### config.mk
export PLATFORM = sky130hd
export DESIGN_NAME = hazard_ctrl
export DESIGN_NICKNAME = d
export VERILOG_FILES = /design/src/rtl/hazard_ctrl.sv
export SDC_FILE = /design/constraint.sdc
export NUM_CORES = 1
export LEC_CHECK = 0
export BUFFER_PORTS_ARGS = -buffer_cell sky130_fd_sc_hd__buf_4
export CORE_AREA = 4 4 41 43
export CTS_CLUSTER_DIAMETER = 30
export CTS_CLUSTER_SIZE = 10
export DETAILED_ROUTE_END_ITERATION = 7
export DIE_AREA = 0 0 45 47
export HOLD_SLACK_MARGIN = 0.03
export PLACE_DENSITY = 0.65
export REMOVE_ABC_BUFFERS = 1
export SKIP_CTS_REPAIR_TIMING = 1
export SYNTH_ARGS = -nofsm -noshare
export SYNTH_HDL_FRONTEND = slang
export SYNTH_SLANG_ARGS = --single-unit
### constraint.sdc
create_clock -name clk -period 2.2 [get_ports clk]
set_input_delay 0.33 -clock clk [delete_from_list [all_inputs] [get_ports clk]]
set_output_delay 0.33 -clock clk [all_outputs]
set_load 0.02 [all_outputs]
### src/rtl/hazard_ctrl.sv
// hazard_ctrl: pipeline stall/flush control for load-use, taken branches and multi-cycle ALU ops.
// Define HAZARD_PERF_EN to add saturating stall_cnt/flush_cnt performance counters.
module hazard_ctrl #(
   parameter int MD_LAT = 4
) (
   input  logic       clk,
   input  logic       rst,
   input  logic       ID_EX_MemRead,
   input  logic [4:0] ID_EX_rd,
   input  logic [4:0] IF_ID_rs1,
   input  logic [4:0] IF_ID_rs2,
   input  logic       ID_EX_md,
   input  logic       branch_taken,
   output logic       PC_write,
   output logic       IF_ID_write,
   output logic       IF_ID_flush,
   output logic       ID_EX_flush,
   output logic       EX_hold,
   output logic       md_done
`ifdef HAZARD_PERF_EN
   ,
   output logic [31:0] stall_cnt,
   output logic [31:0] flush_cnt
`endif
);
   typedef enum logic [1:0] {IDLE, MD_RUN, MD_DONE} state_t;
   state_t     state, state_nx;
   logic [3:0] cnt, cnt_nx;
   logic       load_use;
   always_ff @(posedge clk) begin
      if (rst) begin
         state <= IDLE;
         cnt   <= '0;
      end else begin
         state <= state_nx;
         cnt   <= cnt_nx;
      end
   end
   always_comb begin
      state_nx = state;
      cnt_nx   = cnt;
      case (state)
         IDLE:    if (ID_EX_md) begin
                     state_nx = MD_RUN;
                     cnt_nx   = 4'(MD_LAT - 2);
                  end
         MD_RUN:  if (cnt == 4'd0) state_nx = MD_DONE;
                  else cnt_nx = cnt - 4'd1;
         default: state_nx = IDLE;
      endcase
   end
   // The triggering IDLE cycle counts as the first of the MD_LAT held cycles.
   assign EX_hold     = (state == IDLE && ID_EX_md) || state == MD_RUN;
   assign md_done     = state == MD_DONE;
   assign load_use    = ID_EX_MemRead && ID_EX_rd != 5'd0 &&
                        (ID_EX_rd == IF_ID_rs1 || ID_EX_rd == IF_ID_rs2);
   assign PC_write    = !EX_hold && (branch_taken || !load_use);
   assign IF_ID_write = PC_write;
   assign IF_ID_flush = !EX_hold && branch_taken;
   assign ID_EX_flush = !EX_hold && (branch_taken || load_use);
`ifdef HAZARD_PERF_EN
   always_ff @(posedge clk) begin
      if (rst) begin
         stall_cnt <= '0;
         flush_cnt <= '0;
      end else begin
         if (!PC_write && stall_cnt != '1) stall_cnt <= stall_cnt + 32'd1;
         if (IF_ID_flush && flush_cnt != '1) flush_cnt <= flush_cnt + 32'd1;
      end
   end
`endif
endmodule
==> impl_metrics.py <==
metrics = {
    "clock_tree": {
        "cts_tree": "yes",
        "cts_num_sinks": 6,
        "insertion_delay_ns": 0.24,
        "cts_root_buffer": "clkbuf_4",
        "clk_path_buf_depth": 2,
        "htree_levels": 1,
        "clk_pin_slew_ns": 0.05,
        "numCtsBuffers": 3,
    },
    "power": {
        "power_density_mw_per_mm2": 681.9,
        "total_power_w": 0.0004692,
        "p_leak_nw": 0.3301,
        "ir_worst_vdd_v": 0.0004421,
    },
    "routing": {
        "first_pass_iters": 2,
        "dr_wl_met3_um": 103,
        "remaining_drc_errors": 0,
        "wl_met1_um": 477,
        "highest_layer": "met4",
        "wire_per_inst_um": 11.65,
        "wl_met2_um": 530,
        "drt_iter0_markers": 2,
        "wl_mm": 1.130,
        "ant_nets": 0,
        "vias": 465,
        "vias_per_cell": 4.794,
    },
    "critical_path": {
        "cp_max_fo": 3,
        "end_kind": "primary output",
        "crit_slowest_cell": "or4_1",
        "cp_data_required_time_ns": 1.87,
        "cp_common_cell": "buf_4",
        "rrSetupSlack_ns": 0.86,
        "crit_buf_inv": 2,
        "start_kind": "input port",
        "path_cells": "buf_4, or4_1, o21ai_1, o31a_1, buf_4",
        "max_stage_delay_ns": 0.50,
        "path_delay_family": "simple AND/OR/NAND/NOR gates",
        "worstPathArrival_ns": 1.44,
        "critPathKind": "input port to primary output",
    },
    "timing": {
        "worstMarginPinSlew_ns": 0.3310,
        "period_needed_ns": 1.774,
        "fin_crit_sh_pct": 80.64,
        "finalHoldViolCount": 0,
        "max_slew_margin_pct": 77.84,
        "fmax_ghz": 0.5637,
        "rsz0062_at_grt": "false",
        "drv_slew": 0,
        "clock_skew_ns": 0.0007473,
        "fin_setup_tns_ns": 0,
        "setup_viol": 0,
    },
    "die": {
        "ios": 26,
        "design.core.area_mm2": 0.001301,
        "start_util_pct": 35.29,
        "core.rowCount": 13,
        "die_x_um": 45,
        "die-area_mm2": 0.002115,
        "die_y_um": 47,
    },
    "synth": {
        "ys_seq_elements": 6,
        "synth_mux_area_share_pct": 0,
        "yosys.area.top_type": "dfxtp_1",
        "synthCells": 54,
        "synth_area_um2": 459.2,
        "synthSimpleGateAreaFrac_pct": 23.43,
        "synth_xor_area_share_pct": 22.89,
        "avgSynthCellArea_um2": 8.504,
        "yosysWarningCount": 0,
        "ys_types": 25,
        "synth_fa_ha_area_share_pct": 5.450,
        "yosysSeqAreaShare_pct": 26.16,
        "synth.area.top_cells": "dfxtp_1, xor2_1, ha_1",
        "synth_top_area_share_pct": 26.16,
        "synth_top_family_by_area": "simple AND/OR/NAND/NOR gates",
        "synth-compound-area-share_pct": 16.35,
    },
    "run": {
        "cap_violations": 0,
    },
    "cells_and_area": {
        "post-route-util_pct": 52.88,
        "drive_gt1_share_pct": 39.02,
        "multi_input_area_um2": 312.8,
        "layout.nets": 106,
        "syn_to_final_growth_pct": 49.86,
        "regArea_um2": 120.1,
        "nFillCells": 136,
        "diodes": 0,
    },
    "status": {
        "outcome": "complete, no violations",
    },
    "global_routing": {
        "track_usage_pct": 11.84,
        "antenna_found_initial": 0,
        "grt_max_degree": 8,
        "grt-ovfl-total": 0,
        "grt_pass1_vias": 460,
        "grt_pass1_wl_mm": 1.890,
    },
    "placement": {
        "dp_hpwl_um": 947.5,
        "gp_congestion": 0.7742,
        "port_buffers": 25,
    },
    "hold_path": {
        "hold_class": "input port to flip-flop",
    },
}
==> cell type report <==
cell class	instances	area share [%]
multi-input combinational	42	45.45
timing repair buffer	26	28.36
sequential	6	17.45
clock buffer	3	3.273
inverter	5	2.727
tap	15	2.727
==> cell usage in the layout (no fill, tap or decap) <==
cell and n:
nor4bb_1 2, o31ai_1 1, ha_1 2, nor2_1 6, a211oi_2 1, clkbuf_4 3
a21oi_2 1, o31a_1 1, inv_1 5, nor2b_1 2, a22oi_1 1, dfxtp_1 6
o21bai_1 1, xnor2_1 2, o21ai_0 1, or3_1 1, nor3_1 3, a21oi_1 1
or4_1 1, o21ai_1 1, buf_4 26, nand2_1 1, nor3b_2 1, nand3b_1 1
xor2_1 10, a21o_1 1
==> layer usage <==
layer	track usage (%)	vias to the layer above
met5	0	-
met4	5.263	0
met3	3.065	4
met2	20.06	16
met1	14.06	205
li1	-	240
==> flip-flops by register name, indices dropped and copies added (netlist names) <==
name and count:
cnt 4, state 2
==> through the flow <==
stage	hold WS [ns]	setup WS, ns	std cells	area (um2)
after floorplan	0.4016	0.3294	53	451.7
after global placement	0.4765	0.4357	94	665.6
after detailed placement	0.4900	0.4266	94	665.6
after CTS	0.2692	0.4197	97	688.2
after global routing	0.2673	0.3226	97	688.2
final	0.2767	0.4259	97	688.2
==> path summary, 6_finish.rpt <==
path / from / to / cells after the start
worst max-delay path: ID_EX_rd[1] / IF_ID_write / 5
worst min-delay path: rst / state[0] / 2
worst max register to register: cnt[0] / cnt[3] / 6
worst min register to register: state[1] / state[1] / 1
==> synth_stat cells, drive strengths merged <==
cell type / count
nand3b: 1
or3: 1
nor2: 6
a21oi: 2
a21o: 1
ha: 2
nand2: 1
xor2: 10
buf: 1
a211oi: 1
o21ai: 2
nor4bb: 2
a22oi: 1
o21bai: 1
o31a: 1
inv: 5
or4: 1
xnor2: 2
nor3: 3
nor3b: 1
nor2b: 2
o31ai: 1
dfxtp: 6
==> power by group <==
part	internal [W]	leakage [nW]	switching (W)
Clock	0.0000616	0.0138	0.0000386
Sequential	0.000129	0.0495	0.0000198
Combinational	0.000115	0.267	0.000105
==> worst reg2reg max path: stages, from the launching register on <==
cell and delay [ns]:
dfxtp_1 0.35, inv_1 0.07, ha_1 0.20, nor3b_2 0.19, a211oi_2 0.24, xnor2_1 0.14
nor2_1 0.05
==> kinds of logic after synthesis <==
family,after synthesis
AOI/OAI and AO/OA,10
xor gates and xnor gates,12
adders and majority gates,2
buffers and inverters,6
DFF,6
and+or+nand+nor,18
Power figures use the tool's default switching activity.
